`config.mk`:
```
export PLATFORM = sky130hd
export DESIGN_NAME = mmio_timer_core
export DESIGN_NICKNAME = d
export VERILOG_FILES = /design/src/rtl/const_pkg.sv /design/src/rtl/mmio_slot_responder.sv /design/src/rtl/mmio_timer_core.sv
export SDC_FILE = /design/constraint.sdc
export NUM_CORES = 1
export LEC_CHECK = 0
export ABC_AREA = 1
export CORE_MARGIN = 1
export CORE_UTILIZATION = 30
export DETAILED_ROUTE_END_ITERATION = 6
export PLACE_DENSITY = 0.53
export REMOVE_ABC_BUFFERS = 1
export SYNTH_ARGS = -nofsm -noshare
export SYNTH_HDL_FRONTEND = slang
export SYNTH_SLANG_ARGS = --single-unit
```
`constraint.sdc`:
```
create_clock -name aclk -period 2.7 [get_ports aclk]
set_input_delay 0.54 -clock aclk [delete_from_list [all_inputs] [get_ports aclk]]
set_output_delay 0.54 -clock aclk [all_outputs]
set_load 0.005 [all_outputs]
```
`src/rtl/const_pkg.sv`:
```
// Shared MMIO constants: timer register offsets, CTRL bit positions,
// and the slot responder state encoding.
package const_pkg;

    localparam logic [7:0] TMR_CTRL     = 8'h00;
    localparam logic [7:0] TMR_LOAD     = 8'h01;
    localparam logic [7:0] TMR_COUNT    = 8'h02;
    localparam logic [7:0] TMR_STATUS   = 8'h03;
    localparam logic [7:0] TMR_PRESCALE = 8'h04;

    localparam int CTRL_EN   = 0;
    localparam int CTRL_AUTO = 1;
    localparam int CTRL_IRQ  = 2;

    typedef enum logic [1:0] {
        SLOT_IDLE,
        SLOT_EXEC,
        SLOT_RESP
    } slot_state_e;

    typedef struct packed {
        logic irq_en;
        logic auto_reload;
        logic en;
    } tmr_ctrl_t;

endpackage

```
`src/rtl/mmio_slot_responder.sv`:
```
// Generic MMIO slot FSM: accepts a request, runs one register access,
// then holds done/error/rd_data until the controller finishes.
module mmio_slot_responder
    import const_pkg::*;
(
    input  logic        aclk,
    input  logic        arst_n,
    input  logic        chip_select_i,
    input  logic        read_i,
    input  logic        write_i,
    input  logic [7:0]  reg_addr_i,
    input  logic [31:0] wr_data_i,
    input  logic        transaction_completed_i,
    output logic [31:0] rd_data_o,
    output logic        wr_done_o,
    output logic        rd_done_o,
    output logic        idle_o,
    output logic        slave_error_o,
    output logic        decode_error_o,
    output logic        signal_received_o,
    output logic        reg_wr_o,
    output logic        reg_rd_o,
    output logic [7:0]  addr_o,
    output logic [31:0] wdata_o,
    input  logic [31:0] rdata_i,
    input  logic        slv_err_i,
    input  logic        dec_err_i
);

    slot_state_e state_q;
    logic [7:0]  addr_q;
    logic        op_wr_q;
    logic [31:0] rd_data_q;
    logic        wr_done_q;
    logic        rd_done_q;
    logic        slv_q;
    logic        dec_q;
    logic        accept;

    assign accept = (state_q == SLOT_IDLE) & chip_select_i
                  & (read_i | write_i);

    assign idle_o            = (state_q == SLOT_IDLE);
    assign signal_received_o = accept;
    assign reg_wr_o          = (state_q == SLOT_EXEC) & op_wr_q;
    assign reg_rd_o          = (state_q == SLOT_EXEC) & ~op_wr_q;
    assign addr_o            = addr_q;
    assign wdata_o           = wr_data_i;
    assign rd_data_o         = rd_data_q;
    assign wr_done_o         = wr_done_q;
    assign rd_done_o         = rd_done_q;
    assign slave_error_o     = slv_q;
    assign decode_error_o    = dec_q;

    always_ff @(posedge aclk or negedge arst_n) begin
        if (!arst_n) begin
            state_q   <= SLOT_IDLE;
            addr_q    <= '0;
            op_wr_q   <= 1'b0;
            rd_data_q <= '0;
            wr_done_q <= 1'b0;
            rd_done_q <= 1'b0;
            slv_q     <= 1'b0;
            dec_q     <= 1'b0;
        end else begin
            unique case (state_q)
                SLOT_IDLE: begin
                    if (accept) begin
                        addr_q  <= reg_addr_i;
                        op_wr_q <= write_i;
                        state_q <= SLOT_EXEC;
                    end
                end
                SLOT_EXEC: begin
                    // Result flags persist past RESP for late sampling
                    rd_data_q <= op_wr_q ? 32'd0 : rdata_i;
                    slv_q     <= slv_err_i;
                    dec_q     <= dec_err_i;
                    wr_done_q <= op_wr_q;
                    rd_done_q <= ~op_wr_q;
                    state_q   <= SLOT_RESP;
                end
                SLOT_RESP: begin
                    if (transaction_completed_i) begin
                        wr_done_q <= 1'b0;
                        rd_done_q <= 1'b0;
                        state_q   <= SLOT_IDLE;
                    end
                end
                default: state_q <= SLOT_IDLE;
            endcase
        end
    end

endmodule

```
`src/rtl/mmio_timer_core.sv`:
```
// MMIO timer: prescaled down-counter with one-shot/auto-reload modes
// and a level interrupt, behind the shared slot responder.
module mmio_timer_core
    import const_pkg::*;
#(
    parameter int PRESCALE_W = 16,
    parameter int COUNT_W    = 32
) (
    input  logic        aclk,
    input  logic        arst_n,
    input  logic        chip_select,
    input  logic        read,
    input  logic        write,
    input  logic [7:0]  reg_addr,
    input  logic [31:0] wr_data,
    output logic [31:0] rd_data,
    output logic        wr_done,
    output logic        rd_done,
    output logic        idle,
    output logic        slave_error,
    output logic        decode_error,
    output logic        signal_received,
    input  logic        transaction_completed,
    output logic        irq
);

    logic        reg_wr;
    logic        reg_rd;
    logic [7:0]  addr;
    logic [31:0] wdata;
    logic [31:0] rdata;
    logic        mapped;
    logic        slv_err;
    logic        dec_err;

    tmr_ctrl_t             ctrl_q, ctrl_d;
    logic [COUNT_W-1:0]    load_q, load_d;
    logic [COUNT_W-1:0]    count_q, count_d;
    logic                  status_q, status_d;
    logic [PRESCALE_W-1:0] psc_q, psc_d;
    logic [PRESCALE_W-1:0] pcnt_q, pcnt_d;
    logic                  tick;
    logic                  exp_set;
    logic                  exp_clr;

    mmio_slot_responder u_slot (
        .aclk                    (aclk),
        .arst_n                  (arst_n),
        .chip_select_i           (chip_select),
        .read_i                  (read),
        .write_i                 (write),
        .reg_addr_i              (reg_addr),
        .wr_data_i               (wr_data),
        .transaction_completed_i (transaction_completed),
        .rd_data_o               (rd_data),
        .wr_done_o               (wr_done),
        .rd_done_o               (rd_done),
        .idle_o                  (idle),
        .slave_error_o           (slave_error),
        .decode_error_o          (decode_error),
        .signal_received_o       (signal_received),
        .reg_wr_o                (reg_wr),
        .reg_rd_o                (reg_rd),
        .addr_o                  (addr),
        .wdata_o                 (wdata),
        .rdata_i                 (rdata),
        .slv_err_i               (slv_err),
        .dec_err_i               (dec_err)
    );

    always_comb begin
        rdata  = 32'd0;
        mapped = 1'b1;
        case (addr)
            TMR_CTRL:     rdata = {29'd0, ctrl_q};
            TMR_LOAD:     rdata = 32'(load_q);
            TMR_COUNT:    rdata = 32'(count_q);
            TMR_STATUS:   rdata = {31'd0, status_q};
            TMR_PRESCALE: rdata = 32'(psc_q);
            default:      mapped = 1'b0;
        endcase
    end

    assign dec_err = (reg_wr | reg_rd) & ~mapped;
    assign slv_err = reg_wr & (addr == TMR_COUNT);
    assign tick    = ctrl_q.en & (pcnt_q == psc_q);
    assign irq     = status_q & ctrl_q.irq_en;

    always_comb begin
        ctrl_d  = ctrl_q;
        load_d  = load_q;
        count_d = count_q;
        psc_d   = psc_q;
        pcnt_d  = pcnt_q;
        exp_set = 1'b0;
        exp_clr = 1'b0;

        if (ctrl_q.en) begin
            pcnt_d = tick ? '0 : pcnt_q + 1'b1;
        end
        if (tick) begin
            if (count_q != '0) begin
                count_d = count_q - 1'b1;
            end else begin
                exp_set = 1'b1;
                if (ctrl_q.auto_reload) begin
                    count_d = load_q;
                end else begin
                    ctrl_d.en = 1'b0;
                end
            end
        end

        // Bus writes take priority over the hardware update of CTRL
        if (reg_wr) begin
            case (addr)
                TMR_CTRL: begin
                    ctrl_d = wdata[2:0];
                    if (!ctrl_q.en && wdata[CTRL_EN]) begin
                        count_d = load_q;
                        pcnt_d  = '0;
                    end
                end
                TMR_LOAD:     load_d  = wdata[COUNT_W-1:0];
                TMR_STATUS:   exp_clr = wdata[0];
                TMR_PRESCALE: psc_d   = wdata[PRESCALE_W-1:0];
                default: ;
            endcase
        end

        status_d = exp_set | (status_q & ~exp_clr);
    end

    always_ff @(posedge aclk or negedge arst_n) begin
        if (!arst_n) begin
            ctrl_q   <= '0;
            load_q   <= '0;
            count_q  <= '0;
            status_q <= 1'b0;
            psc_q    <= '0;
            pcnt_q   <= '0;
        end else begin
            ctrl_q   <= ctrl_d;
            load_q   <= load_d;
            count_q  <= count_d;
            status_q <= status_d;
            psc_q    <= psc_d;
            pcnt_q   <= pcnt_d;
        end
    end

endmodule

```
## Word level (Yosys, flattened, before mapping)

Cells that the tools add are included.

| storage, ports and cells | value |
|---|---|
| input port bits | 46 |
| flip-flop bits (word level) | 147 |

| cells by class | value |
|---|---|
| equal/unequal tests | 9 |
| add/sub/neg operators | 2 |
| multiplexer cells | 29 |
| bitwise gates (word level) | 15 |
| reductions and logical operators | 13 |

Operator list:

| operator | count |
|---|---|
| 2-to-1 mux 32 bit | 7 |
| one-hot mux 32 bit (5 select lines) | 1 |
| 2-to-1 mux 16 bit | 5 |
| nonzero test 32 bit | 1 |
| subtractor 32 x 1 -> 32 bit, second input constant | 1 |
| adder 16 x 1 -> 16 bit, second input constant | 1 |
| == test 16 bit | 1 |
| == test 8 x 2 -> 1 bit, second input constant | 2 |
| AND reduction 2 bit | 6 |
| 2-to-1 mux 1 bit | 11 |
| AND 1 bit | 9 |
| == test 8 x 1 -> 1 bit, second input constant | 1 |
| == test 8 x 3 -> 1 bit, second input constant | 1 |
| zero test 8 bit | 1 |
| one-hot mux 2 bit (3 select lines) | 1 |
| OR reduction 5 bit | 1 |
| 2-to-1 mux 2 bit | 2 |
| one-hot mux 1 bit (2 select lines) | 2 |
| inverter 1 bit | 3 |
| bitwise OR 1 bit | 3 |
| == test 2 x 1 -> 1 bit, second input constant | 1 |
| == test 2 bit, second input constant | 1 |
| zero test 2 bit | 1 |
| != test 2 x 1 -> 1 bit, second input constant | 1 |
| 4 further kinds | 4 |

## Logic depth before layout (Yosys ltp)

| depth | value |
|---|---|
| word-level depth | 7 |
| mapped depth | 14 |

## Cells and area by module

A second synthesis with hierarchy kept.

| second synthesis, totals | value |
|---|---|
| cell total of the unflattened synthesis | 1292 |
| area total of the unflattened synthesis | 9098.7 um2 |

Modules (own cells, without submodules):

| module | instances | cells an instance | area each (um2) |
|---|---|---|---|
| mmio_timer_core | 1 | 1049 | 6942.9 |
| mmio_slot_responder | 1 | 243 | 2155.8 |

## Worst setup path before layout

OpenSTA, ideal clock, no wires.

| timing | value |
|---|---|
| kind | input to output |
| start point | input chip_select |
| end point | output signal_received |
| slack | 914 ps |
| cell stages on the path | 3 |
| arrival time | 1246 ps |
| data required time | 2160 ps |
| cell sequence | inv_1 nor4_2 clkbuf_1 |

| on the way | value |
|---|---|
| cells in the longest elaborated chain, start to end | 2 |

RTL lines:

| what | line | source |
|---|---|---|
| from (decl) | mmio_timer_core.sv:11 | `input logic chip_select,` |
| AND 1 bit | mmio_slot_responder.sv:40 | `assign accept = (state_q == SLOT_IDLE) & chip_select_i` |
| AND 1 bit | mmio_slot_responder.sv:41 | `& (read_i \| write_i);` |
| to (decl) | mmio_timer_core.sv:22 | `output logic signal_received,` |

No other way between the ends.

## Worst setup path in the final report

Same ends and word-level chain as after synthesis.

==> flow_summary.ini <==
[status]
status = finished, final reports clean

[clocking]
clk_latency_ns = 0.42
cts_hold_buf = 0
cts_tree = yes
clk_pin_slew_worst_paths_ns = 0.06
numCtsBuffers = 17
post_cts_resized = 0
cts_root_buffer = clkbuf_16
cts_max_level = 4
clkSinkCount = 147
post_cts_buffers = 0
clockBufferDepth = 2

[global_routing]
grt_max_degree = 47
grt_overflow = 0
grt_pass1_vias = 8024
antenna_found_initial = 0
grt_usage_pct = 18.8
grt_pass1_wl_um = 42400

[placement]
placed_area_sq_um = 9850
dpl_worst_slack_ns = 0.319
hpwl_um = 18800
port_buffers = 84
place_congestion = 0.902
place_inst = 1691

[detailed_routing]
drc = 0
wirelength_um = 26000
drt_first_pass_iters = 5
drtAntennaViolNets = 0
vias = 8074
vias_per_cell = 4.69
drt_iter0_markers = 558
avgRoutedWirePerCell_um = 15.1

[job]
drv_cap = 0

[critical_path]
worst_ep_required_time_ns = 2.16
crit_path_start_kind = input pin
cp.arrival_ns = 1.83
r2r_setup_slack_ns = 0.58
path_max_fanout = 2
crit_type = in -> out
endpoint_kind = output pin

[floorplan]
die_w_um = 171
dieArea_sq_um = 29100
rows = 61
initial_core_util_pct = 30.6
io-pin-count = 85
die_y_um = 171
design.core.area_sq_um = 27900

[final_layout]
nNetsFinal = 1381
fin_area_sq_um = 10300
fin_util_pct = 37.1
fillers = 2958
layout-drive-gt1-share_pct = 7.53
antenna_cells = 0
syn_to_final_growth_pct = 21.3
fin_cells = 1720

[timing]
relSlewSlack_pct = 68.9
period_minus_slack_ns = 2.37
maxSlewViolCount = 0
fin_ws_ns = 0.329
max_freq_mhz = 422
setup_tns_ns = 0
skew_ns = 0.0107
setup_viol = 0
hold_violations = 0
rsz0062_at_grt = no
worst_pin_slew_ns = 0.462
min_period_over_period_pct = 87.8

[yosys]
synthArstFlopShare_pct = 100
yosysTopAreaCell = dfrtp_1
syn_area_sq_um = 8520
ys_ff_latch = 147
synth_edf_count = 0
seq_area_frac_synth_pct = 43.2
yosysWarnings = 0
ys_top_cells_by_area = dfrtp_1, nand2_1, nor2_1
avgSynthCellArea_sq_um = 6.83
yosysMostFrequentCell = nand2_1
yosysTopAreaCellShare_pct = 43.2
syn-instance-count = 1249
synth_ff_type = dfrtp_1
synth_common_cells = nand2_1, nor2_1, dfrtp_1, inv_1, o21ai_0
synth_cell_types = 39

[power_and_ir_drop]
peakVddDrop_v = 0.000423
power_density_nw_per_um2 = 678
p_leak_nw = 5.17

[min_path]
hold_path_class = in -> async
-- where the power goes --
group	leakage (nW)	switching, mW	total, mW	internal, mW
combinational	3.21	1.15	1.83	0.687
sequential	1.72	0.469	3.09	2.62
clock	0.245	0.916	2.09	1.17
total	5.17	2.53	7.01	4.48
-- kinds of logic after synthesis --
logic type | synth area share (%)
buffers and inverters | 9.11
xor gates and xnor gates | 0.514
AOI/OAI and AO/OA | 11.5
DFF | 43.2
adders and majority gates | 0.440
and+or+nand+nor | 35.3
-- flip-flops by register name, summed over array words and instances (netlist names), 2 cells and up --
name	cells
count_q	32
load_q	32
u_slot.rd_data_o	32
pcnt_q	16
psc_q	16
u_slot.addr_o	8
ctrl_q	3
u_slot.state_q	2
-- through the flow --
stage,hold WS (ns),power (mW)
floorplan,0.244,4.16
global placement,0.460,4.92
detailed placement,0.460,4.95
CTS,0.0599,7.08
global route,0.0837,7.51
finish,0.0580,7.01
-- placed cells by master, fill, tap and decap left out, drive strengths merged, types with 2 or more instances in the layout --
master and n:
clkinv 7, nor4 5, o2111ai 2, nor3 17, clkbuf 22, o22ai 33
a21oi 38, clkdlybuf4s50 83, o221ai 5, buf 23, o21ai 92, xor2 5
inv 149, nand2 424, ha 3, nand4 7, o211ai 7, or2 10
nand3 62, dfrtp 147, nor2 197
-- cell type report --
cell class | count | area [sq um] | share of cell area (%)
multi-input combinational | 910 | 4070 | 39.4
sequential | 147 | 3680 | 35.6
tap | 378 | 473 | 4.57
clock buffer | 22 | 454 | 4.39
timing repair buffer | 106 | 1060 | 10.2
inverter | 150 | 567 | 5.48
clock inverter | 7 | 37.5 | 0.363
-- critical path, stage by stage --
cell and delay [ns]:
clkdlybuf4s50_1 0.45, inv_1 0.05, nor4_2 0.24, clkdlybuf4s50_1 0.55
-- metal layers --
layer | GRT usage [%] | part of all wire (%) | vias up
met1 | 25.1 | 48 | 3792
met3 | 2.48 | 3.0 | 24
met5 | 0 | 0 | -
met4 | 6.11 | 1.5 | 0
met2 | 31.4 | 47 | 149
li1 | - | - | 4109
-- worst paths after layout --
check / start / end / depth (start not counted)
max: chip_select / signal_received / 4
min: arst_n / load_q[28]$_DFFE_PN0P_ / 1
max reg2reg: count_q[1]$_DFF_PN0_ / count_q[18]$_DFF_PN0_ / 14
min reg2reg: u_slot.addr_o[6]$_DFFE_PN0P_ / u_slot.addr_o[6]$_DFFE_PN0P_ / 2
max in group asynchronous: arst_n / count_q[18]$_DFF_PN0_ / 2
min in group aclk: u_slot.addr_o[6]$_DFFE_PN0P_ / u_slot.addr_o[6]$_DFFE_PN0P_ / 2
No activity file was read; power rests on OpenSTA's default activity.
